[config.mk]
export PLATFORM = sky130hd
export DESIGN_NAME = seg_scan_capture
export DESIGN_NICKNAME = d
export VERILOG_FILES = /design/src/rtl/seg_scan_capture.sv
export SDC_FILE = /design/constraint.sdc
export NUM_CORES = 1
export LEC_CHECK = 0
export CELL_PAD_IN_SITES_DETAIL_PLACEMENT = 0
export CELL_PAD_IN_SITES_GLOBAL_PLACEMENT = 1
export CORE_ASPECT_RATIO = 1.25
export CORE_UTILIZATION = 50
export CTS_CLUSTER_SIZE = 8
export DETAILED_ROUTE_END_ITERATION = 8
export GPL_TIMING_DRIVEN = 0
export PLACE_DENSITY = 0.84
export SLEW_MARGIN = 20
export SYNTH_ARGS = -nofsm -noshare
export SYNTH_HDL_FRONTEND = slang
export SYNTH_SLANG_ARGS = --single-unit
[constraint.sdc]
create_clock -name clk -period 4.2 [get_ports clk]
set_input_delay 1.05 -clock clk [delete_from_list [all_inputs] [get_ports clk]]
set_output_delay 1.05 -clock clk [all_outputs]
set_load 0.1 [all_outputs]
[src/rtl/seg_scan_capture.sv]
// Receive side of an 8-digit multiplexed seven-segment bus. It samples each stable, lit
// digit, decodes the segments back to nibbles and presents whole frames on valid/ready.
module seg_scan_capture #(
    parameter int STABLE_CYCLES = 4,
    parameter int TIMEOUT       = 20000
) (
    input  logic        clk,
    input  logic        reset,
    input  logic [7:0]  AN,
    input  logic [6:0]  HEX,
    input  logic        DP,
    output logic [31:0] value_o,
    output logic [7:0]  blank_o,
    output logic [7:0]  unknown_o,
    output logic [7:0]  dp_o,
    output logic        frame_valid_o,
    input  logic        frame_ready_i,
    output logic        overrun_o,
    output logic        idle_o
);
    localparam int DW = $clog2(STABLE_CYCLES + 2);
    localparam int IW = $clog2(TIMEOUT + 1);

    logic [7:0]    an_meta_reg, an_sync_reg;
    logic [6:0]    hex_meta_reg, hex_sync_reg;
    logic          dp_meta_reg, dp_sync_reg;
    logic [15:0]   triple_cur, triple_prev_reg;
    logic [DW-1:0] dwell_reg, dwell_now;
    logic [7:0]    sel_n, capture_bit, mask_reg, mask_next;
    logic          an_onehot, sample;
    logic [5:0]    dec;
    logic [31:0]   shadow_value_reg, shadow_value_next, value_reg;
    logic [7:0]    shadow_blank_reg, shadow_blank_next, blank_reg;
    logic [7:0]    shadow_unknown_reg, shadow_unknown_next, unknown_reg;
    logic [7:0]    shadow_dp_reg, shadow_dp_next, dp_reg;
    logic          frame_valid_reg, overrun_reg, idle_reg, idle_next;
    logic          complete, xfer, load, timeout_hit;
    logic [IW-1:0] idle_cnt_reg, idle_cnt_next;

    // Returns {unknown, blank, nibble} for an active-low segment pattern.
    function automatic logic [5:0] decode_seg(input logic [6:0] seg);
        case (seg)
            7'h40: decode_seg = 6'h00;
            7'h79: decode_seg = 6'h01;
            7'h24: decode_seg = 6'h02;
            7'h30: decode_seg = 6'h03;
            7'h19: decode_seg = 6'h04;
            7'h12: decode_seg = 6'h05;
            7'h02: decode_seg = 6'h06;
            7'h78: decode_seg = 6'h07;
            7'h00: decode_seg = 6'h08;
            7'h10: decode_seg = 6'h09;
            7'h08: decode_seg = 6'h0A;
            7'h03: decode_seg = 6'h0B;
            7'h46: decode_seg = 6'h0C;
            7'h21: decode_seg = 6'h0D;
            7'h06: decode_seg = 6'h0E;
            7'h0E: decode_seg = 6'h0F;
            7'h7F: decode_seg = 6'h10;
            default: decode_seg = 6'h20;
        endcase
    endfunction

    assign triple_cur = {an_sync_reg, hex_sync_reg, dp_sync_reg};
    assign sel_n      = ~an_sync_reg;
    assign an_onehot  = (sel_n != 8'h00) && ((sel_n & (sel_n - 8'd1)) == 8'h00);
    assign dec        = decode_seg(hex_sync_reg);

    // dwell_now is the run length of the current triple including this cycle; it parks one
    // past STABLE_CYCLES so a long dwell is sampled only once.
    always_comb begin
        dwell_now = dwell_reg;
        if (triple_cur != triple_prev_reg)
            dwell_now = DW'(1);
        else if (dwell_reg != DW'(STABLE_CYCLES + 1))
            dwell_now = dwell_reg + DW'(1);
    end

    assign sample      = an_onehot && (dwell_now == DW'(STABLE_CYCLES));
    assign capture_bit = sample ? sel_n : 8'h00;

    genvar gi;
    generate
        for (gi = 0; gi < 8; gi++) begin : g_shadow
            assign shadow_value_next[4*gi +: 4] = capture_bit[gi] ? dec[3:0] : shadow_value_reg[4*gi +: 4];
            assign shadow_blank_next[gi]        = capture_bit[gi] ? dec[4]   : shadow_blank_reg[gi];
            assign shadow_unknown_next[gi]      = capture_bit[gi] ? dec[5]   : shadow_unknown_reg[gi];
            assign shadow_dp_next[gi]           = capture_bit[gi] ? ~dp_sync_reg : shadow_dp_reg[gi];
        end
    endgenerate

    always_comb begin
        complete      = (mask_reg == 8'hFF);
        xfer          = frame_valid_reg & frame_ready_i;
        load          = complete && (!frame_valid_reg || xfer);
        // A capture in the terminal cycle takes priority over the timeout.
        timeout_hit   = !sample && (idle_cnt_reg == IW'(TIMEOUT - 1));
        mask_next     = ((complete || timeout_hit) ? 8'h00 : mask_reg) | capture_bit;
        idle_cnt_next = idle_cnt_reg;
        idle_next     = idle_reg;
        if (sample) begin
            idle_cnt_next = '0;
            idle_next     = 1'b0;
        end else if (idle_cnt_reg != IW'(TIMEOUT)) begin
            idle_cnt_next = idle_cnt_reg + IW'(1);
            if (timeout_hit)
                idle_next = 1'b1;
        end
    end

    always_ff @(posedge clk or negedge reset) begin
        if (!reset) begin
            an_meta_reg        <= 8'hFF;
            an_sync_reg        <= 8'hFF;
            hex_meta_reg       <= 7'h7F;
            hex_sync_reg       <= 7'h7F;
            dp_meta_reg        <= 1'b1;
            dp_sync_reg        <= 1'b1;
            triple_prev_reg    <= 16'hFFFF;
            dwell_reg          <= '0;
            mask_reg           <= 8'h00;
            shadow_value_reg   <= 32'h0;
            shadow_blank_reg   <= 8'h00;
            shadow_unknown_reg <= 8'h00;
            shadow_dp_reg      <= 8'h00;
            value_reg          <= 32'h0;
            blank_reg          <= 8'h00;
            unknown_reg        <= 8'h00;
            dp_reg             <= 8'h00;
            frame_valid_reg    <= 1'b0;
            overrun_reg        <= 1'b0;
            idle_reg           <= 1'b0;
            idle_cnt_reg       <= '0;
        end else begin
            an_meta_reg        <= AN;
            an_sync_reg        <= an_meta_reg;
            hex_meta_reg       <= HEX;
            hex_sync_reg       <= hex_meta_reg;
            dp_meta_reg        <= DP;
            dp_sync_reg        <= dp_meta_reg;
            triple_prev_reg    <= triple_cur;
            dwell_reg          <= dwell_now;
            mask_reg           <= mask_next;
            shadow_value_reg   <= shadow_value_next;
            shadow_blank_reg   <= shadow_blank_next;
            shadow_unknown_reg <= shadow_unknown_next;
            shadow_dp_reg      <= shadow_dp_next;
            idle_reg           <= idle_next;
            idle_cnt_reg       <= idle_cnt_next;
            overrun_reg        <= complete && !load;
            if (load) begin
                value_reg       <= shadow_value_reg;
                blank_reg       <= shadow_blank_reg;
                unknown_reg     <= shadow_unknown_reg;
                dp_reg          <= shadow_dp_reg;
                frame_valid_reg <= 1'b1;
            end else if (xfer) begin
                frame_valid_reg <= 1'b0;
            end
        end
    end

    assign value_o       = value_reg;
    assign blank_o       = blank_reg;
    assign unknown_o     = unknown_reg;
    assign dp_o          = dp_reg;
    assign frame_valid_o = frame_valid_reg;
    assign overrun_o     = overrun_reg;
    assign idle_o        = idle_reg;
endmodule

# Word level (Yosys, flattened, before mapping)

Index checks and enable logic that the tools add are counted.

Bits in registers: 189
Latch bits: 0
Bits in writable memories: 0
Bits in read-only memories: 0
Bits of input ports: 19
Output and inout port bits: 59
Word-level logic and storage cells: 108
Memories kept: 0

Add/subtract/negate cells: 3
$mul: 0
Divide/modulo/power cells: 0
Magnitude comparators: 0
Eq/ne operators: 22
Shift operators: 0
Muxes and demuxes: 12
Bitwise logic cells: 5
Reduce and logical (&&, ||, !) cells: 17

Operators by type and width:

| cell                    | number |
|---|---|
| $pmux W6 S17            | 1 |
| $eq A7 B7 Y1 const B    | 5 |
| $mux W15                | 2 |
| $eq A7 B5 Y1 const B    | 3 |
| $eq A7 B6 Y1 const B    | 3 |
| $mux W8                 | 2 |
| $ne A16 B16 Y1          | 1 |
| $add A15 B1 Y15 const B | 1 |
| $eq A15 B15 Y1 const B  | 1 |
| $ne A15 B15 Y1 const B  | 1 |
| $eq A7 B2 Y1 const B    | 2 |
| $eq A7 B4 Y1 const B    | 2 |
| $and A8 B8 Y8           | 1 |
| $eq A8 B8 Y1 const B    | 1 |
| $logic_not A8 Y1        | 1 |
| $not A8 Y8              | 1 |
| $or A8 B8 Y8            | 1 |
| $reduce_bool A8 Y1      | 1 |
| $sub A8 B1 Y8 const B   | 1 |
| $eq A7 B3 Y1 const B    | 1 |
| $logic_not A7 Y1        | 1 |
| $mux W3                 | 2 |
| $reduce_bool A2 Y1      | 3 |
| $logic_and A1 B1 Y1     | 5 |
| other kinds (9)         | 16 |

# Longest topological paths before layout

Word-level depth: 11
Gate-level depth with buffers: 9
Gate-level depth less buffers: 7

# Least setup slack after synthesis

No wires, ideal clock.

Path type: reg2reg
From: register dp_sync_reg
To: register shadow_blank_reg[5]
Library setup time: 125 ps
Arrival time: 2431 ps
Required time: 4075 ps
Setup slack: 1644 ps
Cell stages (with the launch flop): 8
Buffers on the path: 2
Period minus slack after synthesis: 2556 ps
Path through: dfstp_2 > buf_2 > xor2_1 > nor4_4 > nand4_4 > buf_6 > nor4_4 > mux2_4

Cells in the longest elaborated chain, start to end: 5

RTL lines:

| what                   | RTL line | source |
|---|---|---|
| start, declared        | 26       | `logic dp_meta_reg, dp_sync_reg;` |
| start signal, assigned | 140      | `dp_sync_reg <= dp_meta_reg;` |
| $ne A16 B16 Y1         | 73       | `if (triple_cur != triple_prev_reg)` |
| $mux W3                | 73       |  |
| $eq A3 B3 Y1           | 79       | `assign sample = an_onehot && (dwell_now == DW'(STABLE_CYCLES));` |
| $logic_and A1 B1 Y1    | 79       |  |
| $mux W8                | 80       | `assign capture_bit = sample ? sel_n : 8'h00;` |
| end signal, assigned   | 145      | `shadow_blank_reg <= shadow_blank_next;` |
| end, declared          | 33       | `logic [7:0] shadow_blank_reg, shadow_blank_next, blank_reg;` |

No other way between the ends.
A chain may end at the register's enable or synchronous reset.

# Worst setup path after layout

From: register dwell_reg[0]
To: register idle_cnt_reg[13]

Cells in the longest elaborated chain, start to end: 6
Elaborated cells between the ends (all ways): 8
Classes of those cells: add/sub (1); eq/ne (2); mux (3); reduce/logical (2)

RTL lines:

| what                                                  | RTL line | source |
|---|---|---|
| start, declared                                       | 28       | `logic [DW-1:0] dwell_reg, dwell_now;` |
| start signal, assigned                                | 142      | `dwell_reg <= dwell_now;` |
| $add A3 B1 Y3 / $ne A3 B3 Y1 (equally long branches)  | 76, 75   |  |
| $mux W3 (*)                                           | 75       | `else if (dwell_reg != DW'(STABLE_CYCLES + 1))` |
| $mux W3 (*)                                           | 73       |  |
| $eq A3 B3 Y1 (*)                                      | 79       |  |
| $logic_and A1 B1 Y1 (*)                               | 79       |  |
| $mux W15 / $reduce_bool A2 Y1 (equally long branches) | --       |  |
| end signal, assigned                                  | 149      | `idle_cnt_reg <= idle_cnt_next;` |
| end, declared                                         | 38       | `logic [IW-1:0] idle_cnt_reg, idle_cnt_next;` |

Mark *: on every way between the ends. The rest lies on a longest branch, timed or not.

==> results.sh <==
export IMPL_critical_path_top_delay_family="simple AND/OR/NAND/NOR gates"
export IMPL_ys_types=55
export IMPL_grt_pass1_wl_um=24500
export IMPL_synth_flop_cell="dfrtp_1"
export IMPL_cp_common_cell="clkbuf_1"
export IMPL_p_int_mw=2.750
export IMPL_dr_pass1_iters=4
export IMPL_io_buffers=77
export IMPL_tightest_slew_ns=0.9823
export IMPL_row_count=50
export IMPL_crit_path_start="dwell_reg[0]$_DFF_PN0_"
export IMPL_dieArea_mm2=0.01603
export IMPL_final_nets=670
export IMPL_slowest_delay_ns=0.58
export IMPL_sequentialPowerShare_pct=53.0
export IMPL_ios=78
export IMPL_yosys_warnings=0
export IMPL_synth_edff_count=0
export IMPL_clkPwrFrac_pct=43.4
export IMPL_cts_tree="done"
export IMPL_ant_nets=0
export IMPL_final_cell_mix="dfrtp_1, clkdlybuf4s50_1, mux2_2, dfstp_2, mux2_1"
export IMPL_hold_path_depth=0
export IMPL_yosys_register_bits=189
export IMPL_synthArstFlopShare_pct=100.0
export IMPL_cp_buffers_inverters=2
export IMPL_die_y_um=141.3
export IMPL_worst_hold_startpoint="dp_meta_reg$_DFF_PN1_"
export IMPL_numCtsBuffers=17
export IMPL_layout_drive_gt1_share_pct=26.67
export IMPL_wire_per_inst_um=16.99
export IMPL_clockBufferDepth=2
export IMPL_path_max_fanout=10
export IMPL_fin_ws_ns=1.155
export IMPL_insertion_delay_ns=0.43
export IMPL_clock_fmax_mhz=328.4
export IMPL_post_route_util_pct=62.58
export IMPL_grt_ovfl_total=0
export IMPL_skew_ns=0.007428
export IMPL_route_detailed_drc=0
export IMPL_grt_pass1_vias=4775
export IMPL_cts_max_level=4
export IMPL_endpoint_kind="flop"
export IMPL_fin_crit_ns=3.045
export IMPL_cts_resized=0
export IMPL_rsz0062_at_grt="false"
export IMPL_ir_worst_vdd_mv=0.2317
export IMPL_cts_clk_slew_worst_paths_ns=0.07
export IMPL_netlist_area_mm2=0.007760
export IMPL_post_place_ws_ns=0.7574
export IMPL_area_growth_pct=21.59
export IMPL_drv_slew=0
export IMPL_worstReg2RegStart="dwell_reg[0]$_DFF_PN0_"
export IMPL_min_period_over_period_pct=72.50
export IMPL_viasPerCell=5.359
export IMPL_syn_mean_instance_area_um2=14.13
export IMPL_grt_max_degree=69
export IMPL_cts_setup_buffers=0
export IMPL_holdBufCountCts=0
export IMPL_cp_data_arrival_time_ns=3.34
export IMPL_slowest_stage="nor3_2"
export IMPL_maxCapViolations=0
export IMPL_relSlewSlack_pct=34.31
export IMPL_placed_cell_area_mm2=0.008857
export IMPL_seq_area_frac_synth_pct=61.72
export IMPL_hold_violations=0
export IMPL_grt_usage_pct=19.91
export IMPL_setup_viol=0
export IMPL_power_share_combinational_pct=3.6
export IMPL_vias=4652
export IMPL_status="finished clean"
export IMPL_clockRootBuffer="clkbuf_16"
export IMPL_gp_congestion=0.8453
export IMPL_cts_sinks=189
export IMPL_drt_iter0_drc=288
export IMPL_antenna_found_initial=0
export IMPL_p_sw_mw=0.8039
export IMPL_cp_required_ns=4.50
export IMPL_synth_nets=572
export IMPL_initial_core_util_pct=51.47
export IMPL_cp_num_cells=8
export IMPL_hold_path_class="reg -> reg"
export IMPL_nFillCells=1173
export IMPL_p_leak_nw=4.316
export IMPL_p_total_mw=3.554
export IMPL_drt_wl_total_um=14750
export IMPL_worstPathCellList="ha_1 > nor4bb_1 > a311o_1 > nand3_1 > clkbuf_1 > nor3_2 > clkbuf_1 > nor2_1"
export IMPL_diodes=0
export IMPL_die_x_um=113.4
export IMPL_place_hpwl_um=10170
export IMPL_rrSetupSlack_ns=1.16
export IMPL_p_sw_share_pct=22.62
export IMPL_reg2regPathDepth=8
export IMPL_syn_inst=549
export IMPL_p_per_area_mw_per_mm2=376.6
export IMPL_final_cell_area_mm2=0.009435
export IMPL_path_class="reg -> reg"
export IMPL_cp_start_kind="flop"
export IMPL_final_common_cell="dfrtp_1"
export IMPL_coreArea_mm2=0.01508
[layout make-up]
cell class                      count  area (um2)  share of cell area, %
Sequential cell                   189        4790                  50.76
Buffer                             24       105.1                  1.114
Clock buffer                       20       479.2                  5.079
Timing Repair Buffer               79       830.8                  8.805
Multi-Input combinational cell    321        2815                  29.84
Inverter                           15       56.30                 0.5967
Tap cell                          208       260.3                  2.758
Clock inverter                     12       98.84                  1.048
[synthesized netlist by cell type, drive strengths merged, types with 2 or more instances]
master   number  share of area [%]
dfrtp       141                 45
mux2        105                 16
dfstp        48                 16
xor2         25                2.8
nor2         22                1.1
clkbuf       18               0.87
nand2        17               0.82
inv          15               0.73
a21oi        14               0.90
nor4         13                2.7
and3         11               0.89
mux2i         9                1.2
nand3         9               0.58
o21ai         9               0.58
nand4         7               0.76
nor3b         7               0.68
buf           6               0.48
or4           6               0.58
a31oi         5               0.40
o2111ai       5               0.56
xnor2         5               0.56
and3b         4               0.45
ha            4               0.64
nand2b        4               0.32
nor2b         4               0.32
nor3          4               0.32
and2          3               0.24
o211ai        3               0.29
or3           3               0.24
a211oi        2               0.19
a21o          2               0.19
nor4b         2               0.23
nor4bb        2               0.26
o22a          2               0.23
or2           2               0.16
[path summary, 6_finish.rpt]
path	endpoint
worst max-delay path	idle_cnt_reg[13]$_DFFE_PN0P_
worst min-delay path	dp_sync_reg$_DFF_PN1_
worst max register to register	idle_cnt_reg[13]$_DFFE_PN0P_
worst min register to register	dp_sync_reg$_DFF_PN1_
max in group asynchronous	triple_prev_reg[15]$_DFF_PN1_
min in group asynchronous	unknown_o[2]$_DFFE_PN0P_
[power by group through the flow]
stage / clock, mW / combinational [mW] / sequential (mW)
after floorplan: 0 / 0.0564 / 1.91
after global placement: 0 / 0.119 / 1.92
after detailed placement: 0 / 0.131 / 1.92
after CTS: 1.57 / 0.131 / 1.88
after global routing: 1.64 / 0.143 / 1.89
final: 1.54 / 0.128 / 1.88
[kinds of logic (layout without fill, tap and decap cells)]
group	after synthesis	in the layout	share of synthesized area (%)
adder cells (fa/ha/maj)	4	4	0.6450
AND/OR/NAND/NOR	122	122	10.85
multiplexers	114	114	16.98
flip-flops	189	189	61.72
XOR/XNOR	30	30	3.386
buffers and inverters	39	150	2.080
AO/OA/AOI/OAI	51	51	4.337
[worst register-to-register path: stages (launching register included)]
cell and delay (ns):
dfrtp_1 0.41, ha_1 0.33, nor4bb_1 0.27, a311o_1 0.21, nand3_1 0.21, clkbuf_1 0.36, nor3_2 0.58, clkbuf_1 0.43
nor2_1 0.11
[stage by stage]
step | instances | TNS, ns | hold slack (ns)
2_1_floorplan | 549 | 0 | 0.3452
3_3_place_gp | 834 | -864.16 | 0.3454
3_5_place_dp | 836 | 0 | 0.3468
4_1_cts | 868 | 0 | 0.3560
5_1_grt | 868 | 0 | 0.3594
6_report | 868 | 0 | 0.3561
[per-layer routing]
| metal | track usage, % | share of wire [%] | routed length (um) |
|---|---|---|---|
| met5 | 0 | 0 | 0 |
| met3 | 3.417 | 3.0 | 445 |
| met4 | 9.695 | 2.7 | 395 |
| met1 | 25.00 | 43 | 6305 |
| met2 | 33.52 | 52 | 7599 |
Power figures use the tool's default switching activity.
